`config.mk`:
```
export PLATFORM = sky130hd
export DESIGN_NAME = mii_tx_framer
export DESIGN_NICKNAME = d
export VERILOG_FILES = /design/src/rtl/mii_tx_framer.sv
export SDC_FILE = /design/constraint.sdc
export NUM_CORES = 1
export LEC_CHECK = 0
export BUFFER_PORTS_ARGS = -buffer_cell sky130_fd_sc_hd__buf_4
export CORE_ASPECT_RATIO = 1.1
export CORE_UTILIZATION = 60
export CTS_CLUSTER_DIAMETER = 80
export DETAILED_ROUTE_END_ITERATION = 8
export PLACE_DENSITY = 0.87
export SYNTH_ARGS = -nofsm -noshare
export SYNTH_HDL_FRONTEND = slang
export SYNTH_SLANG_ARGS = --single-unit
```
`constraint.sdc`:
```
create_clock -name clk -period 3.7 [get_ports clk]
set_input_delay 0.555 -clock clk [delete_from_list [all_inputs] [get_ports clk]]
set_output_delay 0.555 -clock clk [all_outputs]
set_load 0.05 [all_outputs]
```
`src/rtl/mii_tx_framer.sv`:
```
`default_nettype none
// ============================================================================
//  Module      : mii_tx_framer
//  Description : MII transmit framer. Takes payload bytes on a valid/ready
//                stream and drives preamble, SFD, payload, zero padding,
//                CRC-32 FCS and the inter-packet gap onto the MII nibble bus.
//  Revision    : 1.0 - initial release
// ============================================================================
module mii_tx_framer #(
  parameter int PREAMBLE_BYTES = 7,
  parameter int MIN_FRAME      = 60,
  parameter int IFG_BYTES      = 12
) (
  input  logic       clk,
  input  logic       rstn,
  input  logic [7:0] in_data,
  input  logic       in_valid,
  input  logic       in_last,
  output logic       in_ready,
  output logic       eth_tx_en,
  output logic [3:0] eth_txd,
  output logic       busy,
  output logic       frame_done,
  output logic       underrun
);

  typedef enum logic [2:0] {
    S_IDLE = 3'd0,
    S_PRE  = 3'd1,
    S_SFD  = 3'd2,
    S_DATA = 3'd3,
    S_PAD  = 3'd4,
    S_FCS  = 3'd5,
    S_IFG  = 3'd6
  } state_t;

  localparam logic [15:0] c_pre_last  = 16'(2 * PREAMBLE_BYTES - 1);
  localparam logic [15:0] c_ifg_last  = 16'(2 * IFG_BYTES - 1);
  localparam logic [11:0] c_min_frame = 12'(MIN_FRAME);
  localparam logic [31:0] c_poly      = 32'hEDB88320;
  // Zero-length preamble or gap simply skips that state.
  localparam state_t      c_first     = (PREAMBLE_BYTES == 0) ? S_SFD : S_PRE;
  localparam state_t      c_gap       = (IFG_BYTES == 0) ? S_IDLE : S_IFG;

  state_t      r_state, w_state_n;
  logic [15:0] r_cnt, w_cnt_n;          // cycle counter for PRE/SFD/FCS/IFG
  logic        r_phase, w_phase_n;      // nibble phase inside a byte
  logic [7:0]  r_byte, w_byte_n;        // byte currently on the wire
  logic        r_last, w_last_n;
  logic [10:0] r_bcnt, w_bcnt_n;        // bytes completed, saturating
  logic [31:0] r_crc, w_crc_n;
  logic        r_en, r_done, r_underrun;
  logic [3:0]  r_txd;
  logic        w_en_n, w_done_n, w_underrun_n;
  logic [3:0]  w_txd_n;
  logic [10:0] w_bcnt_inc;
  logic        w_short;
  logic [31:0] w_fcs;

  // Reflected CRC-32 advanced by one nibble, LSB first.
  function automatic logic [31:0] f_crc_nibble(input logic [31:0] crc, input logic [3:0] nib);
    logic [31:0] c;
    c = crc ^ {28'd0, nib};
    for (int i = 0; i < 4; i++) begin
      c = c[0] ? ((c >> 1) ^ c_poly) : (c >> 1);
    end
    return c;
  endfunction

  assign w_bcnt_inc = (r_bcnt == 11'h7FF) ? r_bcnt : r_bcnt + 11'd1;
  assign w_short    = ({1'b0, w_bcnt_inc} < c_min_frame);
  assign w_fcs      = ~w_crc_n;

  assign in_ready   = (r_state == S_IDLE) || ((r_state == S_DATA) && r_phase && !r_last);
  assign busy       = (r_state != S_IDLE);
  assign eth_tx_en  = r_en;
  assign eth_txd    = r_txd;
  assign frame_done = r_done;
  assign underrun   = r_underrun;

  // State, counters, CRC and the registered PHY outputs.
  always_ff @(posedge clk or negedge rstn) begin
    if (!rstn) begin
      r_state    <= S_IDLE;
      r_cnt      <= '0;
      r_phase    <= 1'b0;
      r_byte     <= '0;
      r_last     <= 1'b0;
      r_bcnt     <= '0;
      r_crc      <= '1;
      r_en       <= 1'b0;
      r_txd      <= '0;
      r_done     <= 1'b0;
      r_underrun <= 1'b0;
    end else begin
      r_state    <= w_state_n;
      r_cnt      <= w_cnt_n;
      r_phase    <= w_phase_n;
      r_byte     <= w_byte_n;
      r_last     <= w_last_n;
      r_bcnt     <= w_bcnt_n;
      r_crc      <= w_crc_n;
      r_en       <= w_en_n;
      r_txd      <= w_txd_n;
      r_done     <= w_done_n;
      r_underrun <= w_underrun_n;
    end
  end

  // Next-state logic; the CRC absorbs the nibble currently on the wire.
  always_comb begin
    w_state_n    = r_state;
    w_cnt_n      = r_cnt;
    w_phase_n    = r_phase;
    w_byte_n     = r_byte;
    w_last_n     = r_last;
    w_bcnt_n     = r_bcnt;
    w_crc_n      = r_crc;
    w_underrun_n = 1'b0;
    case (r_state)
      S_IDLE: begin
        if (in_valid) begin
          w_byte_n  = in_data;
          w_last_n  = in_last;
          w_bcnt_n  = '0;
          w_crc_n   = '1;
          w_cnt_n   = '0;
          w_phase_n = 1'b0;
          w_state_n = c_first;
        end
      end
      S_PRE: begin
        if (r_cnt == c_pre_last) begin
          w_cnt_n   = '0;
          w_state_n = S_SFD;
        end else begin
          w_cnt_n = r_cnt + 16'd1;
        end
      end
      S_SFD: begin
        if (r_cnt == 16'd1) begin
          w_cnt_n   = '0;
          w_phase_n = 1'b0;
          w_state_n = S_DATA;
        end else begin
          w_cnt_n = r_cnt + 16'd1;
        end
      end
      S_DATA: begin
        w_crc_n = f_crc_nibble(r_crc, r_phase ? r_byte[7:4] : r_byte[3:0]);
        if (!r_phase) begin
          w_phase_n = 1'b1;
        end else begin
          w_phase_n = 1'b0;
          w_bcnt_n  = w_bcnt_inc;
          if (r_last) begin
            w_cnt_n   = '0;
            w_state_n = w_short ? S_PAD : S_FCS;
          end else if (in_valid) begin
            w_byte_n = in_data;
            w_last_n = in_last;
          end else begin
            // Source starved mid-frame: abandon without FCS.
            w_cnt_n      = '0;
            w_underrun_n = 1'b1;
            w_state_n    = c_gap;
          end
        end
      end
      S_PAD: begin
        w_crc_n = f_crc_nibble(r_crc, 4'h0);
        if (!r_phase) begin
          w_phase_n = 1'b1;
        end else begin
          w_phase_n = 1'b0;
          w_bcnt_n  = w_bcnt_inc;
          if (!w_short) begin
            w_cnt_n   = '0;
            w_state_n = S_FCS;
          end
        end
      end
      S_FCS: begin
        if (r_cnt == 16'd7) begin
          w_cnt_n   = '0;
          w_state_n = c_gap;
        end else begin
          w_cnt_n = r_cnt + 16'd1;
        end
      end
      S_IFG: begin
        if (r_cnt == c_ifg_last) begin
          w_cnt_n   = '0;
          w_state_n = S_IDLE;
        end else begin
          w_cnt_n = r_cnt + 16'd1;
        end
      end
      default: w_state_n = S_IDLE;
    endcase
  end

  // Output decode from the next state so the registered pins line up with it.
  always_comb begin
    w_en_n   = 1'b0;
    w_txd_n  = 4'h0;
    w_done_n = 1'b0;
    case (w_state_n)
      S_PRE: begin
        w_en_n  = 1'b1;
        w_txd_n = 4'h5;
      end
      S_SFD: begin
        w_en_n  = 1'b1;
        w_txd_n = (w_cnt_n == 16'd1) ? 4'hD : 4'h5;
      end
      S_DATA: begin
        w_en_n  = 1'b1;
        w_txd_n = w_phase_n ? w_byte_n[7:4] : w_byte_n[3:0];
      end
      S_PAD: begin
        w_en_n  = 1'b1;
        w_txd_n = 4'h0;
      end
      S_FCS: begin
        w_en_n   = 1'b1;
        w_txd_n  = w_fcs[{w_cnt_n[2:0], 2'b00} +: 4];
        w_done_n = (w_cnt_n == 16'd7);
      end
      default: begin
        w_en_n  = 1'b0;
        w_txd_n = 4'h0;
      end
    endcase
  end

endmodule
`default_nettype wire

```
==> results of run 1 <==
placed cells by master, fill, tap and decap left out, drive strengths merged, types with 4 or more instances in the layout:
cell type  instances
a211oi             7
a21oi             49
a221o              4
a221oi             7
a31oi             10
and2               7
and3              11
buf               36
clkbuf            13
clkinv             4
dfrtp             47
dfstp             32
inv               20
mux2              14
mux2i             18
nand2             59
nand2b             8
nand3             23
nand3b             4
nand4             12
nor2              53
nor2b              7
nor3              10
nor4               7
o211ai             6
o21a               7
o21ai             53
o221ai             5
o22ai             10
o2bb2ai            4
o31ai              4
or2                5
or3                4
xnor2             28
xnor3              4
xor2              19
critical path, delay by kind of cell (launching register included):
kind / cells / cell delay, ns
simple gates: 4 / 1.35
compound gates: 5 / 0.99
flops: 1 / 0.50
fa+ha+maj: 1 / 0.30
buf+inv: 1 / 0.16
kinds of logic (layout without fill, tap and decap cells):
| group | Yosys count | in the layout |
|---|---|---|
| AO/OA/AOI/OAI | 196 | 196 |
| XOR/XNOR | 51 | 51 |
| adder cells (fa/ha/maj) | 3 | 3 |
| buffers and inverters | 61 | 73 |
| flip-flops | 79 | 79 |
| multiplexers | 32 | 32 |
| AND/OR/NAND/NOR | 221 | 221 |
metal layers:
layer / vias to the layer above / global-route usage
met1: 2519 / 0.461
met4: 0 / 0.137
met3: 50 / 0.0604
li1: 2376 / -
met5: - / 0
met2: 296 / 0.516
synthesized netlist by cell type (5+ instances only):
master	instances	area [um2]
nand4_1	11	68.8
nand2_1	56	210
a31oi_1	10	62.6
nand2b_1	8	50.1
o21ai_0	49	245
buf_1	8	30.0
o211ai_1	5	37.5
nand3_1	23	115
dfstp_2	32	841
a211oi_1	6	45.0
nor2b_1	7	43.8
buf_2	14	70.1
xor2_1	14	123
clkbuf_1	13	48.8
o21a_1	7	52.6
inv_1	20	75.1
and3_1	11	68.8
a221oi_1	6	52.6
mux2i_1	14	140
o221ai_1	5	43.8
or2_2	5	31.3
xnor2_1	27	236
o22ai_1	9	56.3
mux2_2	11	124
a21oi_1	47	235
nor4_1	5	31.3
nor2_1	52	195
nor3_1	10	50.1
dfrtp_1	47	1180
and2_1	6	37.5
final cells by class:
| type | instances | area share |
|---|---|---|
| clock inverters | 3 | 0.00244 |
| repair buffers | 36 | 0.0439 |
| clock buffers | 13 | 0.0277 |
| inverters | 21 | 0.0130 |
| multi-input cells | 503 | 0.561 |
| flip-flops and latches | 79 | 0.328 |
| well taps | 117 | 0.0238 |
power breakdown:
| group | switching [mW] | total [mW] | internal, mW |
|---|---|---|---|
| registers | 0.00148 | 0.868 | 0.866 |
| logic | 0.0273 | 0.0394 | 0.0121 |
| clock network | 0.326 | 0.627 | 0.301 |
| total | 0.355 | 1.53 | 1.18 |
registers in the layout (all words and copies together) (netlist names):
name        flops
eth_tx_en       1
r_phase         1
frame_done      1
r_byte          8
r_state         3
r_bcnt         11
r_cnt          16
underrun        1
r_crc          32
r_last          1
eth_txd         4
through the flow:
stage | setup slack, ns | util
final | 0.257 | 0.661
after global routing | 0.0282 | 0.661
after CTS | 0.280 | 0.660
after detailed placement | 0.318 | 0.641
after global placement | 0.512 | 0.641
after floorplan | 0.449 | -
worst max path at each step:
stage          slack (ns)  cells after the start          to
2_1_floorplan        0.45                     11  eth_txd[2]
3_3_place_gp         0.51                     11  eth_txd[3]
3_5_place_dp         0.32                     11  eth_txd[3]
4_1_cts              0.28                     11  eth_txd[3]
5_1_grt              0.03                     11  eth_txd[3]
6_report             0.26                     11  eth_txd[3]
==> results by stage, run 1 <==
Synth:
- In this run, synthesis produced a sequential element count of 79.
- The number of nets produced by synthesis is 658.
- Synthesis produced 643 cells.
- Of the total synthesized cell area, the portion taken by AND, OR, NAND and NOR gates is 0.197.
- The largest family of logic cells by synthesized area is compound AO/OA/AOI/OAI gates.
- After synthesis, the netlist uses 85 different library cells.
- The portion of synthesized area spent on multiplexers is 0.0661.
- Of the total synthesized cell area, the portion taken by XOR and XNOR cells is 0.101.
- Yosys mapped a number of flops with a built-in enable equal to 0.
- Of all flip-flops after synthesis, the portion carrying an async set or reset was 1.00.
- The count of synthesis-stage warnings from yosys is 0.
- The cell area after synthesis is 5740 um2.
- A synthesized cell averages 8.92 um2.
- The fraction of the mapped netlist area in compound gates is 0.230.
- Among all flip-flop cells after synthesis, the most frequent one is dfrtp_1.
- For this run, the register share of the synthesized area comes to 0.352.
- Of the total synthesized cell area, the portion taken by full adders, half adders and majority gates is 0.00654.

Pwr:
- Across the VDD grid, the largest voltage drop is 0.000265 V.
- For this design the ratio of total power to cell area is 249 nW/um2.
- After layout, the design draws a total of 1.53 mW.
- The reported leakage power is 2.46 nW.

Final layout:
- The final net count is 665.
- Across the whole layout, storage elements account for 2020 um2.
- Summing all multi-input logic gate instances after layout gives 3450 um2.
- The repair_antennas step left the layout with diodes totalling 0.
- After filler insertion, the fill cell instance count of the layout stands at 730.
- Of the cells placed in the final design, the portion with a size suffix greater than 1 is 0.192.
- The count of cells in the finished layout, fillers not included, comes to 772.
- The layout-stage area growth over the synthesis result is 7.17%.
- With fillers left out, the area of the finished cells amounts to 6150 um2.

CTS:
- The H-tree depth is 3.
- The clock-pin slew on the worst setup and hold paths is 0.08 ns.
- For the worst-skew pair, the clock arrives at the later sink with an insertion delay of 0.36 ns.
- No sink is reached through more buffers than the 2 on the longest clock path.
- Once the clock tree was built, the setup fixing pass inserted 0 buffers.
- The number of clock buffers inserted by TritonCTS is 9.
- The post-cts resize count is 0.
- The CTS tree is yes.
- Clock tree synthesis found a total of 79 sinks.
- For this design, the CTS-stage hold fixing added 0 buffers.
- The tree is rooted in a clkbuf_8.

STA:
- The post-route minimum period is 3.44 ns.
- The final count of negative-setup-slack endpoints is 0.
- The final setup TNS is 0 ns.
- The transition time of the tightest slew-check pin is 0.982 ns.
- The final number of max-transition violations was 0.
- The count of final hold-check violations is 0.
- The headroom to the max-slew limit is 0.345.
- Hold is met by 0.354 ns.
- Of the available clock period, the critical path in the final layout requires 0.931.
- The largest clock skew in the final design is 0.00610 ns.
- Timing would allow up to 0.290 GHz.
- Setup repair after global routing left no endpoint under its margin.

Routing:
- The highest metal layer carrying signal wires in the routed design is met4.
- The first detailed-routing pass took 5 iterations.
- The detailed router finished its first iteration with 620 violations.
- The average routed wire per standard cell is 20.3 um.
- After detailed routing, the wire length on met1 is 6560 um.
- The routed wire length is 15700 um.
- Summing over every cut layer, the via total after detailed routing is 5241.
- Wire segments on met2 add up to 7300 um in the final route.
- The via density per instance is 6.79.
- Wire segments on met3 add up to 1340 um in the final route.
- The remaining antenna violation count is 0.
- The total DRC errors in the routed layout is 0.

Run status:
- The flow ran to the end, and the final reports show no timing, DRC or antenna violations.

Placed design:
- After detailed placement, the design holds a cell count of 756.
- Port buffering added 20 buffers.
- The detailed placer's ending HPWL is 11200 um.
- After detailed placement, the total cell area comes to 5960 um2.
- At the end of routability-driven placement, the weighted congestion stood at 0.994.

Die:
- The placeable core region is 9310 um2.
- The area of the die is 9960 um2.
- The total number of placement rows is 37.
- For this configuration, the core starts out at a cell density of 0.617.
- The die outline width is 95.2 um.
- The floorplan step set the die height to 105 um.
- Pin placement for this block handled 21 I/O pins.

Worst setup path:
- The slack of the worst reg-to-reg path is 0.26 ns.
- The origin of the worst setup path is r_bcnt[0].
- The type of element launching the critical path is a flop.
- The critical path's largest stage delay is 0.58 ns.
- The slowest stage of the critical path belongs to the cell or4b_1.
- Data arrives at the worst endpoint at 3.66 ns.
- The endpoint of the worst register-to-register path is eth_txd[3].
- The worst setup path is captured at a flop.
- The worst reg2reg path depth is 11.
- In this run the critical register-to-register path is launched from r_bcnt[0].
- The path type of the worst setup path is flop to flop.
- The peak fanout along the critical path is 12.
- The required time of the critical path is 3.92 ns.
- The critical path goes through ha_1, and3_1, nand4_2, a21oi_2, o31a_1, o211ai_4, nand2_4, clkinv_2, o22ai_1, a211oi_1, or4b_1.

GRT:
- The initial antenna violation count is 0.
- In the global route stage, overall resource usage came out at 0.334.
- The via count of the first global-routing pass is 5023.
- The wire length of the first global-routing pass is 25600 um.
- For this run the aggregate overflow at the end of global routing stands at 0.
- Entering global routing, the biggest net connects 80 pins.

Min path:
- The classification of the worst-slack hold path is primary input to asynchronous set/reset pin.

Job:
- The tool flagged a number of max-cap violations equal to 0.
No activity file was read; power rests on OpenSTA's default activity.
==> inputs of run 2 (changes only) <==
ABC_CLOCK_PERIOD_IN_PS = 3200   (was unset)
CELL_PAD_IN_SITES_DETAIL_PLACEMENT = 1   (was unset)
CELL_PAD_IN_SITES_GLOBAL_PLACEMENT = 1   (was unset)
CORE_UTILIZATION = 49   (was 60)
PLACE_DENSITY = 0.9   (was 0.87)
clock period = 3.2 ns   (was 3.7 ns; I/O delays follow)
==> run 2 against run 1 <==
  * Register-to-register slack lost 0.18 ns
  * Setup slack worse by 0.18 ns
  * Flip-flop and latch count is the same
  * Clock skew rose by 0.0049 ns
  * Cell count rose by 9.1%
  * First-iteration DRC count shrank 28%
  * Final area rose by 8.2%
  * Critical path type unchanged
  * Critical endpoint unchanged
  * Largest cell class unchanged
  * Highest routed layer unchanged
==> results by stage, run 2 (synthesis gave the netlist of run 1 again) <==
Worst setup path:
- The signal on the critical path passes through ha_1, and3_1, nand3_1, a32oi_1, o31a_2, o211ai_4, nand2_4, buf_4, mux2_2, a211oi_1, or4b_1.
- The peak fanout along the critical path is 7.
- The category of the worst setup path capture point is a flop.
- The cell with the biggest individual delay on the critical path is or4b_1.
- The worst path arrival time is 3.34 ns.
- Among cell families on the critical path, the largest total delay comes from simple AND/OR/NAND/NOR gates.
- The critical path's largest stage delay is 0.51 ns.
- The type of element launching the critical path is a flop.
- The worst setup path is of the flop to flop kind.
- The worst path buffer plus inverter count is 1.
- STA puts the critical path data required time at 3.42 ns.

CTS:
- The H-tree depth is 3.
- The CTS tree is yes.
- TritonCTS created 9 clock buffers.
- The maximum buffer depth of the clock tree is 2.
- The clock-pin slew on the worst setup and hold paths is 0.06 ns.
- The sink count of the clock tree is 79.
- The clock root buffer is clkbuf_16.
- The later pin in the worst-skew pair is clocked with a latency of 0.35 ns.

Die:
- The total number of placement rows is 41.
- In this run the standard cell core region covers 11400 um2.
- The height of the die is 115 um.
- For this configuration, the core starts out at a cell density of 0.502.
- The die outline width is 105 um.
- The top-level I/O count is 21.
- The die covers 12100 um2.

STA:
- The transition time of the tightest slew-check pin is 0.952 ns.
- The largest clock skew in the final design is 0.0110 ns.
- The worst path setup slack after routing is 0.0799 ns.
- Setup repair after global routing could not meet its margin everywhere.
- The headroom to the max-slew limit is 0.365.
- After routing, the total negative slack on setup checks comes to 0 ns.
- The post-route minimum period is 3.12 ns.
- The share of the clock period used by the worst path is 0.975.
- The final count of negative-setup-slack endpoints is 0.
- The count of final hold-check violations is 0.
- The achievable frequency is 0.320 GHz.
- The final number of max-transition violations is 0.
- The worst hold slack after final layout is 0.280 ns.

GRT:
- The wire length of the first global-routing pass is 32100 um.
- The via count of the first global-routing pass came to 5814.
- The total congestion overflow is 0.
- The overall fraction of global-route tracks in use is 0.349.
- The initial antenna violation count is 0.
- The pin count of the biggest net entering global routing is 72.

Job:
- Across the run, the number of max-cap violations was 0.

Placed design:
- The detailed placer's ending HPWL is 14500 um.
- The congestion estimate from routability-driven global placement came to 0.971.
- The total of buffers placed on input and output ports is 20.
- The setup slack at placement is -0.00728 ns.

Final layout:
- The register with the most flip-flops in the layout has 32 of them.
- The largest registers in the layout are r_crc (32), r_cnt (16), r_bcnt (11).
- The library cells used most frequently in the layout, excluding fill and tap cells, are 69 x buf_4, 56 x nand2_1, 52 x nor2_1.
- The top register by number of flip-flops is r_crc.
- The repair_antennas step left the layout with diodes totalling 0.
- Of the cells placed in the final design, the portion with a size suffix greater than 1 is 0.250.
- The layout-stage area growth over the synthesis result is 15.9%.
- For this run, the post-layout net count is 702.
- The most frequent standard cell in the layout excluding fill and tap cells is buf_4.

Pwr:
- The power density normalized to cell area is 303 nW/um2.
- The analysis attributes to cell leakage a power of 2.68 nW.
- The worst vdd rail ir drop is 0.000222 V.

Routing:
- For this run, design rule violations remaining after detail routing come to 0.
- Detailed routing inserted a total of 5554 vias.
- The first detailed-routing pass took 5 iterations.
- The via density per instance is 6.60.
- Dividing the detail-routed wire length by the instance count gives 24.6 um.
- The starting DRC count in detailed routing is 445.
- The remaining antenna violation count is 0.
- The routed wire length is 20700 um.

Run status:
- The flow ran to the end, and the final reports show no timing, DRC or antenna violations.

Min path:
- The classification of the worst-slack hold path is primary input to asynchronous set/reset pin.
## run 2: cell count changes in the layout (fill, tap and decap cells not counted), moves of 2 or more
cell | before | now
buf_12 | 0 | 3
buf_4 | 36 | 69
clkbuf_1 | 2 | 5
clkbuf_16 | 1 | 9
clkbuf_8 | 10 | 1
clkinv_2 | 4 | 2
dfrtp_1 | 47 | 45
dfrtp_2 | 0 | 2
nor4_1 | 5 | 2
nor4_2 | 2 | 5
o21ai_2 | 0 | 2
## run 2: what timing repair did
| item | CTS | global route |
|---|---|---|
| resized for setup | 2 | 13 |
| hold buffers | 0 | 0 |
| gates cloned | 0 | 1 |
| endpoints found under the setup margin | 2 | 5 |
| setup buffers | 2 | 2 |
| pin swaps | 1 | 3 |
## run 2: final timing paths
| path | from | endpoint | slack [ns] | cells after the start |
|---|---|---|---|---|
| worst max-delay path | r_bcnt[0] | eth_txd[3] | 0.08 | 11 |
| worst min-delay path | rstn | underrun | 0.28 | 1 |
| worst max register to register | r_bcnt[0] | eth_txd[3] | 0.08 | 11 |
| worst min register to register | r_crc[27] | r_crc[27] | 0.57 | 2 |
| max in group asynchronous | rstn | r_crc[4] | 2.17 | 2 |
| min in group clk | in_valid | underrun | 0.35 | 2 |
## run 2: layer usage
metal,routed length (um),up-vias,global-route usage
met3,1460,66,0.0827
li1,-,2442,-
met1,8410,2806,0.431
met4,720,0,0.137
met2,10100,240,0.598
met5,0,-,0
## run 2: cell type report
| class | count | area, um2 |
|---|---|---|
| fillers | 1343 | 4790 |
| multi-input cells | 504 | 3520 |
| flip-flops and latches | 79 | 2020 |
| repair buffers | 72 | 578 |
| clock buffers | 15 | 258 |
| well taps | 150 | 188 |
| inverters | 21 | 80.1 |
| clock inverters | 1 | 5.00 |
## run 2: metrics by stage
stage	power, mW	util	instance area [um2]	cells
2_1_floorplan	1.03	-	5740	643
3_3_place_gp	1.07	0.548	6270	821
3_5_place_dp	1.07	0.548	6270	821
4_1_cts	2.03	0.573	6550	839
5_1_grt	2.07	0.581	6650	842
6_report	2.02	0.581	6650	842
## run 2: power breakdown
| group | switching (mW) | internal [mW] |
|---|---|---|
| Clock | 0.415 | 0.548 |
| Combinational | 0.0335 | 0.0156 |
| Sequential | 0.00180 | 1.00 |
| Total | 0.450 | 1.57 |
==> inputs of run 3 (changes only) <==
==> constraint.sdc (replaced) <==
create_clock -name clk -period 3.2 [get_ports clk]
set_input_delay 0.64 -clock clk [delete_from_list [all_inputs] [get_ports clk]]
set_output_delay 0.64 -clock clk [all_outputs]
set_load 0.05 [all_outputs]
==> run 3 against run 2 <==
  * Clock skew barely moved
  * Setup slack improved by 0.044 ns
  * Hold slack improved by 0.21 ns
  * Global-route usage fell by 1.9 points
  * First-iteration DRC count fell by 7.0%
  * Non-clock buffer count rose by 3
  * Clock-buffer cell count fell by 5
  * Critical path depth fell by 1
  * Sequential power barely moved
  * Cell count rose by 0.36%
  * Maximum frequency rose by 1.4%
  * Highest routed layer unchanged
==> results by stage, run 3 (synthesis gave the netlist of run 1 again) <==
Run status:
- The run finished with clean final reports.

CTS:
- TritonCTS built the clock tree.
- The clock-pin slew on the worst setup and hold paths is 0.07 ns.
- The sink count of the clock tree is 79.
- The H-tree depth is 3.
- The tree is rooted in a clkbuf_16.
- The maximum buffer depth of the clock tree is 2.
- The hold buffer count at cts is 0.
- Buffers inserted during clock tree synthesis total 9.
- At the later pin of the worst-skew pair, clock insertion delay measures 0.36 ns.

GRT:
- The initial antenna violation count is 0.
- The pin count of the biggest net entering global routing is 80.
- After global routing the overflow that remains totals 0.
- The via count of the first global-routing pass is 5589.
- The overall fraction of global-route tracks in use is 0.330.
- The wire length of the first global-routing pass is 30700 um.

STA:
- The final number of max-transition violations is 0.
- Subtracting the final worst setup slack from the clock period gives 3.08 ns.
- Setup violations remaining at the end of the flow were counted as 0.
- The headroom to the max-slew limit is 0.287.
- The share of the clock period used by the worst path is 0.961.
- The transition time of the tightest slew-check pin is 1.07 ns.
- The count of final hold-check violations came to 0.
- Static timing analysis puts the maximum clock frequency at 0.325 GHz.
- For the final database, setup skew stands at 0.0105 ns.

Worst setup path:
- Among all stages on the critical path, the largest delay is contributed by or4b_1.
- Of all nets on the critical path, the largest fanout is 7.
- The type of element launching the critical path is a flop.
- At the worst endpoint, the required time is 3.43 ns.
- Data arrives at the worst endpoint at 3.31 ns.
- Traced cell by cell, the critical path runs through and3_4, nor4bb_2, a21oi_1, o31a_2, o211ai_4, buf_4, nand3b_1, o22ai_1, a211oi_1, or4b_1.
- STA classifies the critical path endpoint as a flop.
- Setup slack on the worst reg-to-reg path comes out at 0.12 ns.
- On the worst path, the slowest cell contributes a delay of 0.53 ns.
- By startpoint and endpoint, the worst setup path is classified as flop to flop.

Die:
- The total number of placement rows is 41.
- The top-level I/O count is 21.
- The height of the die is 115 um.
- The area of the die is 12100 um2.
- The placeable core region is 11400 um2.
- The floorplan step set the die width to 105 um.
- The initial utilization of the core area, before any placement, comes to 0.502.

Final layout:
- Relative to the synthesized area, the layout overhead comes to 16.7%.
- 0 antenna diodes ended up in the layout.
- Of the cells placed in the final design, the portion with a size suffix greater than 1 is 0.259.
- The net count of the finished layout is 705.
- The number of flip-flops in the largest register is 32.
- The final cell area excluding filler cells is 6700 um2.
- The most frequent standard cell in the layout excluding fill and tap cells is buf_4.
- For this run, the share of the core covered by cells in the final layout is 0.585.
- After filler insertion, the fill cell instance count of the layout stands at 1323.
- In the layout the commonest cells are 75 x buf_4, 56 x nand2_1, 52 x nor2_1.
- The largest registers in the layout are r_crc (32), r_cnt (16), r_bcnt (11).
- Once layout is complete, the cells apart from fillers number 845.
- The top register by number of flip-flops is r_crc.

Routing:
- In the routed design, unresolved DRC markers number 0.
- In the final routed layout, each cell accounts on average for 23.4 um.
- The first TritonRoute pass finished after 4 iterations.
- Once detail routing completed, the nets flagged for antenna violations numbered 0.
- The via density per instance is 6.51.
- The routed design has 19800 um of wire.
- The via total after detailed routing is 5502.
- The first routing iteration left 414 violations.

Placed design:
- The placer's final routability congestion estimate is 0.905.
- In this run the cell area measured after placement is 6240 um2.
- The detailed placer's ending HPWL is 13700 um.
- The number of placed instances, taps included is 820.
- The total of buffers placed on input and output ports is 20.

Pwr:
- For this design the ratio of total power to cell area is 318 nW/um2.
- The design draws 2.13 mW.
- The worst vdd rail ir drop is 0.000230 V.
- The reported leakage power is 2.69 nW.

Job:
- The number of max-cap violations is 0.

Min path:
- The worst hold path belongs to the class primary input to asynchronous set/reset pin.
-- run 3: cell types whose count changed in the layout (fill, tap and decap cells not counted), sizes merged --
cell      change
clkbuf        -5
buf           +3
clkinvlp      +3
bufinv        +1
inv           +1
-- run 3: final cells by class --
class	count	area, um2	area share
clock inverters	6	70.1	0.0105
clock buffers	10	229	0.0342
well taps	150	188	0.0280
flip-flops and latches	79	2020	0.302
multi-input cells	504	3550	0.529
inverters	21	80.1	0.0120
repair buffers	75	563	0.0841
-- run 3: where the power goes --
part / total, mW / switching [mW] / internal, mW
clock network: 1.08 / 0.470 / 0.609
registers: 1.00 / 0.00202 / 1.00
logic: 0.0475 / 0.0327 / 0.0148
total: 2.13 / 0.505 / 1.63
-- run 3: stage by stage --
stage	hold WS (ns)	TNS (ns)	setup WS (ns)
2_1_floorplan	0.344	0	0.291
3_3_place_gp	0.525	-0.00745	-0.00745
3_5_place_dp	0.542	-0.124	-0.0843
4_1_cts	0.488	0	0.0216
5_1_grt	0.505	-0.00804	-0.00804
6_report	0.489	0	0.124
-- run 3: path summary, 6_finish.rpt --
check                           from          to  cells past startpoint
hold reg to reg            r_crc[15]   r_crc[11]                      2
setup reg to reg           r_bcnt[2]  eth_txd[3]                     10
hold / removal                  rstn   r_bcnt[8]                      1
max in group asynchronous       rstn     r_phase                      1
setup / recovery           r_bcnt[2]  eth_txd[3]                     10
min in group clk            in_valid    underrun                      2
-- run 3: worst max-delay path: cells and delay by family, from the launching register on --
| kind | cells | cell delay [ns] |
|---|---|---|
| buf+inv | 1 | 0.18 |
| flops | 1 | 0.43 |
| simple gates | 4 | 1.24 |
| compound gates | 5 | 1.09 |
-- run 3: repair_timing --
item,CTS,global route
pin swaps,0,4
cloned,0,1
gates resized for setup,2,17
setup endpoints to repair,2,4
setup buffers,0,8
-- run 3: metal layers --
metal / share of wire / global-route usage / vias to the layer above
met4: 0.023 / 0.119 / 0
met1: 0.43 / 0.426 / 2816
met2: 0.49 / 0.570 / 200
li1: - / - / 2448
met5: 0 / 0 / -
met3: 0.060 / 0.0484 / 38
